`src/rtl/router_pkg.sv`:
```
// Shared router definitions.
// Holds the port count, the port-index type and the named port indices
// used by the switch allocator and the blocks around it.
package router_pkg;

  localparam int unsigned N_PORTS = 5;
  localparam int unsigned PORT_W  = 3;

  typedef logic [PORT_W-1:0] portIndex_t;

  localparam portIndex_t NORTH = 3'd0;
  localparam portIndex_t EAST  = 3'd1;
  localparam portIndex_t SOUTH = 3'd2;
  localparam portIndex_t WEST  = 3'd3;
  localparam portIndex_t LOCAL = 3'd4;

endpackage

```
`src/rtl/rr_arbiter.sv`:
```
// Round-robin arbiter with its own priority pointer.
// Scans requesters starting at the pointer and grants the first one found.
// After a grant the pointer moves to the requester just after the winner.
// Ports:
//   clk_i    clock
//   reset_i  synchronous active-high reset, clears the pointer
//   en_i     0 = grant nothing this cycle and keep the pointer
//   req_i    request vector, one bit per requester
//   grant_o  one-hot or zero grant, combinational
module rr_arbiter #(
  parameter  int unsigned N     = 5,
  localparam int unsigned PTR_W = (N > 1) ? $clog2(N) : 1
) (
  input  logic         clk_i,
  input  logic         reset_i,
  input  logic         en_i,
  input  logic [N-1:0] req_i,
  output logic [N-1:0] grant_o
);

  logic [PTR_W-1:0] ptr_q;
  logic [PTR_W-1:0] ptr_d;

  always_comb begin
    logic        found;
    int unsigned idx;
    grant_o = '0;
    ptr_d   = ptr_q;
    found   = 1'b0;
    idx     = 0;
    for (int unsigned k = 0; k < N; k++) begin
      // Priority order is ptr, ptr+1, ... with modulo-N wrap.
      idx = 32'(ptr_q) + k;
      if (idx >= N) begin
        idx = idx - N;
      end
      if (en_i && !reset_i && !found && req_i[idx[PTR_W-1:0]]) begin
        found                     = 1'b1;
        grant_o[idx[PTR_W-1:0]]   = 1'b1;
        ptr_d                     = (idx == N - 1) ? '0 : PTR_W'(idx + 1);
      end
    end
  end

  always_ff @(posedge clk_i) begin
    if (reset_i) begin
      ptr_q <= '0;
    end else begin
      ptr_q <= ptr_d;
    end
  end

endmodule

```
`src/rtl/router_switch_allocator.sv`:
```
// Per-router switch allocator.
// Decodes input-FIFO head requests into a per-output request matrix, runs one
// round-robin arbiter per output, and produces the crossbar selects, the FIFO
// pop strobes, a registered write request per output and a sticky flag for
// requests naming a port that does not exist.
// Ports:
//   clk              clock
//   reset            synchronous active-high reset
//   reqValid[i]      input FIFO i has a head flit
//   reqPort[i]       output port requested by the head of input i
//   downstreamHold[o] receiver on output o cannot accept this cycle
//   grantSel[o][i]   combinational crossbar select, one-hot or zero per output
//   inputPop[i]      combinational FIFO read strobe
//   outWriteRequest[o] registered, output register o holds a valid flit
//   illegalPort      sticky, a valid request named a port >= N_PORTS
module router_switch_allocator #(
  parameter int unsigned N_PORTS = router_pkg::N_PORTS,
  parameter int unsigned PORT_W  = router_pkg::PORT_W
) (
  input  logic                              clk,
  input  logic                              reset,
  input  logic [N_PORTS-1:0]                reqValid,
  input  logic [N_PORTS-1:0][PORT_W-1:0]    reqPort,
  input  logic [N_PORTS-1:0]                downstreamHold,
  output logic [N_PORTS-1:0][N_PORTS-1:0]   grantSel,
  output logic [N_PORTS-1:0]                inputPop,
  output logic [N_PORTS-1:0]                outWriteRequest,
  output logic                              illegalPort
);

  localparam logic [PORT_W:0] PORT_LIMIT = N_PORTS[PORT_W:0];

  logic [N_PORTS-1:0][N_PORTS-1:0] req;          // [output][input]
  logic [N_PORTS-1:0]              illegal_hit;
  logic [N_PORTS-1:0]              owr_q;
  logic [N_PORTS-1:0]              owr_d;
  logic                            illegal_q;
  logic                            illegal_d;

  // Out-of-range port numbers never reach an arbiter, so they are neither
  // granted nor popped; they only raise the sticky flag.
  always_comb begin
    req         = '0;
    illegal_hit = '0;
    for (int unsigned i = 0; i < N_PORTS; i++) begin
      if (reqValid[i]) begin
        if ({1'b0, reqPort[i]} >= PORT_LIMIT) begin
          illegal_hit[i] = 1'b1;
        end else if (!reset) begin
          for (int unsigned o = 0; o < N_PORTS; o++) begin
            if (reqPort[i] == o[PORT_W-1:0]) begin
              req[o][i] = 1'b1;
            end
          end
        end
      end
    end
  end

  for (genvar o = 0; o < N_PORTS; o++) begin : g_arb
    rr_arbiter #(
      .N (N_PORTS)
    ) u_arb (
      .clk_i   (clk),
      .reset_i (reset),
      .en_i    (!downstreamHold[o]),
      .req_i   (req[o]),
      .grant_o (grantSel[o])
    );
  end

  // Each input names a single output, so at most one grant can land on it.
  always_comb begin
    inputPop = '0;
    for (int unsigned o = 0; o < N_PORTS; o++) begin
      inputPop = inputPop | grantSel[o];
    end
  end

  always_comb begin
    owr_d = '0;
    for (int unsigned o = 0; o < N_PORTS; o++) begin
      owr_d[o] = |grantSel[o];
    end
    illegal_d = illegal_q | (|illegal_hit);
  end

  always_ff @(posedge clk) begin
    if (reset) begin
      owr_q     <= '0;
      illegal_q <= 1'b0;
    end else begin
      owr_q     <= owr_d;
      illegal_q <= illegal_d;
    end
  end

  assign outWriteRequest = owr_q;
  assign illegalPort     = illegal_q;

endmodule

```
`config.mk`:
```
export PLATFORM = sky130hd
export DESIGN_NAME = router_switch_allocator
export DESIGN_NICKNAME = d
export VERILOG_FILES = /design/src/rtl/router_pkg.sv /design/src/rtl/rr_arbiter.sv /design/src/rtl/router_switch_allocator.sv
export SDC_FILE = /design/constraint.sdc
export NUM_CORES = 1
export LEC_CHECK = 0
export BUFFER_PORTS_ARGS = -buffer_cell sky130_fd_sc_hd__buf_2
export CAP_MARGIN = 15
export CELL_PAD_IN_SITES_DETAIL_PLACEMENT = 0
export CELL_PAD_IN_SITES_GLOBAL_PLACEMENT = 1
export CORE_MARGIN = 4
export CORE_UTILIZATION = 50
export CTS_CLUSTER_SIZE = 40
export DETAILED_ROUTE_END_ITERATION = 8
export PLACE_DENSITY_LB_ADDON = 0.05
export SLEW_MARGIN = 20
export SYNTH_ARGS = -nofsm -noshare
export SYNTH_HDL_FRONTEND = slang
export SYNTH_SLANG_ARGS = --single-unit
```
`constraint.sdc`:
```
create_clock -name clk -period 13.2 [get_ports clk]
set_clock_uncertainty 0.15 [all_clocks]
set_input_delay 3.3 -clock clk [delete_from_list [all_inputs] [get_ports clk]]
set_output_delay 3.3 -clock clk [all_outputs]
set_load 0.03 [all_outputs]
```
==> flow_summary.html <==
<table>
<tr><th>Metric</th><th>Value</th></tr>
<tr><th colspan="2">Outcome</th></tr>
<tr><td>Run status</td><td>finished clean</td></tr>
<tr><th colspan="2">Floorplan</th></tr>
<tr><td>Die Footprint</td><td>21400 um2</td></tr>
<tr><td>Initial core utilization</td><td>50.9%</td></tr>
<tr><td>Die width</td><td>146 um</td></tr>
<tr><td>Std-Cell Core Area</td><td>18800 um2</td></tr>
<tr><td>Placement row count</td><td>50</td></tr>
<tr><td>Die H</td><td>146 um</td></tr>
<tr><td>Top Ports</td><td>63</td></tr>
<tr><th colspan="2">Route</th></tr>
<tr><td>Total Wirelength</td><td>33100 um</td></tr>
<tr><td>Detailed-route via count</td><td>10685</td></tr>
<tr><td>Iteration-0 DRC count of the detailed router</td><td>935</td></tr>
<tr><td>DRT Pass-1 Iters</td><td>6</td></tr>
<tr><td>Per-cell routed wire length</td><td>20.3 um</td></tr>
<tr><td>Avg Vias per Cell</td><td>6.54</td></tr>
<tr><td>DR DRC count</td><td>0</td></tr>
<tr><td>Antenna-violating nets left</td><td>0</td></tr>
<tr><th colspan="2">Critical path</th></tr>
<tr><td>Worst Reg-to-Reg Cells</td><td>13</td></tr>
<tr><td>Kind of capture point of the worst setup path</td><td>output pin</td></tr>
<tr><td>Sequence of cells on the critical path</td><td>buf_2 &gt; inv_1 &gt; and4_1 &gt; a21boi_0 &gt; o211ai_2 &gt; nor4_1 &gt; nand3_1 &gt; o221ai_1 &gt; or3_1 &gt; or3_1 &gt; buf_2</td></tr>
<tr><td>Critical path class</td><td>in -&gt; out</td></tr>
<tr><td>CP startpoint</td><td>reset</td></tr>
<tr><td>Setup slack, reg-to-reg</td><td>7.43 ns</td></tr>
<tr><td>Data arrival time of the worst path</td><td>7.61 ns</td></tr>
<tr><td>Worst endpoint required time</td><td>9.75 ns</td></tr>
<tr><td>Critical path's slowest cell</td><td>sky130_fd_sc_hd__nor4_1</td></tr>
<tr><td>Reg2reg end</td><td>g_arb[3].u_arb.ptr_q[0]$_SDFFE_PP0P_</td></tr>
<tr><td>Type of origin of the critical path</td><td>primary input</td></tr>
<tr><td>Launching point of the worst reg2reg path</td><td>g_arb[3].u_arb.ptr_q[1]$_SDFFE_PP0P_</td></tr>
<tr><td>Maximum fanout count along the critical path</td><td>41</td></tr>
<tr><td>Largest incremental delay on the critical path</td><td>0.81 ns</td></tr>
<tr><th colspan="2">Global route</th></tr>
<tr><td>Remaining Overflow, GRT</td><td>0</td></tr>
<tr><td>Wire length of the first global-routing pass</td><td>52400 um</td></tr>
<tr><td>Pin count of the biggest net entering global routing</td><td>42</td></tr>
<tr><td>Via count of the first global-routing pass</td><td>9686</td></tr>
<tr><td>Global-route total usage across every layer</td><td>29.4%</td></tr>
<tr><td>Antenna violations before repair</td><td>0</td></tr>
<tr><th colspan="2">Pwr</th></tr>
<tr><td>Lkg Pwr</td><td>4.35 nW</td></tr>
<tr><td>Power per Cell Area</td><td>289 nW/um2</td></tr>
<tr><td>Worst ir drop on vdd</td><td>0.000197 V</td></tr>
<tr><td>Post-route total power</td><td>2.90 mW</td></tr>
<tr><th colspan="2">Timing</th></tr>
<tr><td>Setup Viol. Count Final</td><td>0</td></tr>
<tr><td>Final-layout setup total negative slack</td><td>0 ns</td></tr>
<tr><td>Part of the cycle the worst path needs</td><td>83.8%</td></tr>
<tr><td>Tmin final</td><td>11.06 ns</td></tr>
<tr><td>Final Max Slew Viols</td><td>0</td></tr>
<tr><td>Setup repair after global routing missed its margin</td><td>no</td></tr>
<tr><td>Slew @ Worst Pin</td><td>0.952 ns</td></tr>
<tr><td>Hold WS</td><td>0.390 ns</td></tr>
<tr><td>Max-slew headroom</td><td>35.9%</td></tr>
<tr><td>Hold violation total from the final report</td><td>0</td></tr>
<tr><td>Maximum clock frequency</td><td>90.4 MHz</td></tr>
<tr><th colspan="2">Clock tree</th></tr>
<tr><td>Total of hold buffers inserted after clock tree synthesis</td><td>0</td></tr>
<tr><td>Clock latency at the later pin of the worst-skew pair</td><td>0.27 ns</td></tr>
<tr><td>Sinks on the clock net</td><td>21</td></tr>
<tr><td>Post_cts resized</td><td>0</td></tr>
<tr><td>Post-CTS setup repair buffer count</td><td>0</td></tr>
<tr><td>CTS Buf Count</td><td>3</td></tr>
<tr><td>Max Buffers Root-to-Sink</td><td>2</td></tr>
<tr><td>Clock tree from TritonCTS</td><td>built</td></tr>
<tr><td>CTS H-tree depth</td><td>1</td></tr>
<tr><td>Clk root buf</td><td>sky130_fd_sc_hd__clkbuf_16</td></tr>
<tr><td>CTS clk-pin slew, worst paths</td><td>0.07 ns</td></tr>
<tr><th colspan="2">Synth</th></tr>
<tr><td>Number of warning messages in the yosys log</td><td>0</td></tr>
<tr><td>Number of instances in the synthesized netlist</td><td>1383</td></tr>
<tr><td>Distinct cells, synth</td><td>94</td></tr>
<tr><td>#FFs+latches synth</td><td>21</td></tr>
<tr><td>Netlist Area Pre-Place</td><td>9550 um2</td></tr>
<tr><td>Sequential-to-total area share from yosys stat</td><td>4.40%</td></tr>
<tr><td>Synth top area cells</td><td>sky130_fd_sc_hd__ha_1 18%, sky130_fd_sc_hd__a21oi_1 5.3%, sky130_fd_sc_hd__nand2_1 5.1%</td></tr>
<tr><td>Cell taking the most area after synthesis</td><td>sky130_fd_sc_hd__ha_1</td></tr>
<tr><td>Synthesized area divided by synthesized cell count</td><td>6.90 um2</td></tr>
<tr><td>Share of synthesized flip-flops with an asynchronous set or reset</td><td>0%</td></tr>
<tr><td>Leading register cell type out of synthesis</td><td>sky130_fd_sc_hd__dfxtp_1</td></tr>
<tr><td>Fraction of synthesized cell area taken by the top area cell type</td><td>18.3%</td></tr>
<tr><td>Number of nets in the synthesized netlist</td><td>1555</td></tr>
<tr><td>EDFF count, synth</td><td>0</td></tr>
<tr><th colspan="2">Min path</th></tr>
<tr><td>Path class of the lowest-slack min-delay path</td><td>reg -&gt; reg</td></tr>
<tr><td>Hold Path End</td><td>illegalPort$_SDFF_PP0_</td></tr>
<tr><td>Hold path startpoint</td><td>illegalPort$_SDFF_PP0_</td></tr>
<tr><td>WHS Path Cells</td><td>2</td></tr>
<tr><th colspan="2">Final layout</th></tr>
<tr><td>Fill cell total of the finished layout</td><td>1967</td></tr>
<tr><td>Leading cell type in the layout, fill and taps excluded</td><td>sky130_fd_sc_hd__ha_1</td></tr>
<tr><td>Commonest cells after routing, fill and taps aside</td><td>140 x sky130_fd_sc_hd__ha_1, 129 x sky130_fd_sc_hd__nand2_1, 101 x sky130_fd_sc_hd__a21oi_1, 101 x sky130_fd_sc_hd__inv_1, 97 x sky130_fd_sc_hd__nor2_1</td></tr>
<tr><td>Finished Layout Cells</td><td>1633</td></tr>
<tr><td>Area of the multi-input gates</td><td>8460 um2</td></tr>
<tr><td>Layout-stage area growth over the synthesis result</td><td>5.11%</td></tr>
<tr><td>Ratio of cells with drive above 1 in the final layout</td><td>9.30%</td></tr>
<tr><td>Sequential cell area</td><td>420 um2</td></tr>
<tr><td>Nets@finish</td><td>1571</td></tr>
<tr><th colspan="2">Place</th></tr>
<tr><td>Inst Count DP</td><td>1628</td></tr>
<tr><td>Final weighted congestion of routability-driven global placement</td><td>0.984</td></tr>
<tr><td>Half-perimeter wire length after detailed placement</td><td>26300 um</td></tr>
<tr><td>Buffers added on ports</td><td>62</td></tr>
<tr><th colspan="2">Job</th></tr>
<tr><td>Number of max-cap violations</td><td>0</td></tr>
</table>
## layer usage
metal	up-vias	share of wire (%)	wire (um)	global-route usage [%]
met5	-	0	0	0
li1	5199	-	-	-
met1	4968	44	14600	40.2
met3	69	8.7	2890	6.02
met4	0	2.0	657	5.83
met2	449	45	15000	48.3
## per-stage QoR
step	cell area (um2)	utilization [%]	worst slack, ns
floorplan	9550	-	3.14
global placement	9950	53.0	2.33
detailed placement	9950	53.0	2.32
CTS	10000	53.5	2.32
global route	10000	53.5	1.97
finish	10000	53.5	2.14
## logic make-up (layout without fill, tap and decap cells)
kind of cell / count (synthesis) / in the layout / synth area share, %
other cells: 0 / 1 / 0
mux: 49 / 49 / 5.91
flops: 21 / 21 / 4.40
xor+xnor: 42 / 42 / 3.93
buf+inv: 169 / 184 / 7.02
compound gates: 438 / 438 / 31.1
simple gates: 519 / 519 / 28.2
fa+ha+maj: 145 / 145 / 19.4
## critical path, delay by kind of cell
family / cells / cell delay [ns]
AND/OR/NAND/NOR: 5 / 1.82
buffers and inverters: 3 / 1.22
AO/OA/AOI/OAI: 3 / 1.24
## Yosys cell counts (6+ instances only)
library cell / count
sky130_fd_sc_hd__a2111oi_0: 10
sky130_fd_sc_hd__a211o_1: 6
sky130_fd_sc_hd__a211oi_1: 23
sky130_fd_sc_hd__a21boi_0: 9
sky130_fd_sc_hd__a21o_1: 15
sky130_fd_sc_hd__a21oi_1: 101
sky130_fd_sc_hd__a22oi_1: 10
sky130_fd_sc_hd__a31oi_1: 31
sky130_fd_sc_hd__a32o_1: 6
sky130_fd_sc_hd__and2_1: 9
sky130_fd_sc_hd__and3_1: 15
sky130_fd_sc_hd__and3b_1: 6
sky130_fd_sc_hd__buf_2: 14
sky130_fd_sc_hd__clkbuf_1: 38
sky130_fd_sc_hd__dfxtp_1: 21
sky130_fd_sc_hd__ha_1: 140
sky130_fd_sc_hd__inv_1: 101
sky130_fd_sc_hd__mux2_2: 9
sky130_fd_sc_hd__mux2i_1: 35
sky130_fd_sc_hd__nand2_1: 129
sky130_fd_sc_hd__nand2b_1: 22
sky130_fd_sc_hd__nand3_1: 50
sky130_fd_sc_hd__nand3b_1: 11
sky130_fd_sc_hd__nand4_1: 20
sky130_fd_sc_hd__nor2_1: 97
sky130_fd_sc_hd__nor2b_1: 27
sky130_fd_sc_hd__nor3_1: 50
sky130_fd_sc_hd__nor3b_1: 10
sky130_fd_sc_hd__nor4_1: 18
sky130_fd_sc_hd__o2111ai_1: 7
sky130_fd_sc_hd__o211ai_1: 20
sky130_fd_sc_hd__o21a_1: 8
sky130_fd_sc_hd__o21ai_0: 81
sky130_fd_sc_hd__o221ai_1: 9
sky130_fd_sc_hd__o22ai_1: 17
sky130_fd_sc_hd__o31ai_1: 11
sky130_fd_sc_hd__o32ai_1: 6
sky130_fd_sc_hd__or2_2: 11
sky130_fd_sc_hd__or3_1: 11
sky130_fd_sc_hd__xnor2_1: 34
sky130_fd_sc_hd__xor2_1: 7
## sequential cells by signal, summed over array words and instances, names as in the netlist
name and flops:
g_arb.u_arb.ptr_q 15, illegalPort 1, outWriteRequest 5
## worst max path at each step
stage,endpoint,depth (start not counted)
2_1_floorplan,inputPop[2],11
3_3_place_gp,inputPop[2],11
3_5_place_dp,inputPop[2],11
4_1_cts,inputPop[2],11
5_1_grt,inputPop[2],12
6_report,inputPop[2],11
## layout make-up
type	instances	share of cell area [%]
flip-flops and latches	21	4.19
clock inverters	1	0.0499
inverters	110	4.11
clock buffers	3	0.748
well taps	234	2.92
multi-input cells	1193	84.3
repair buffers	70	3.69
diodes	1	0.0249
## power breakdown
group	internal (mW)	switching, mW	total [mW]
combinational	0.931	1.76	2.69
clock	0.0410	0.0299	0.0708
sequential	0.0874	0.0511	0.138
Note: power is estimated with default switching activity, not from simulation.
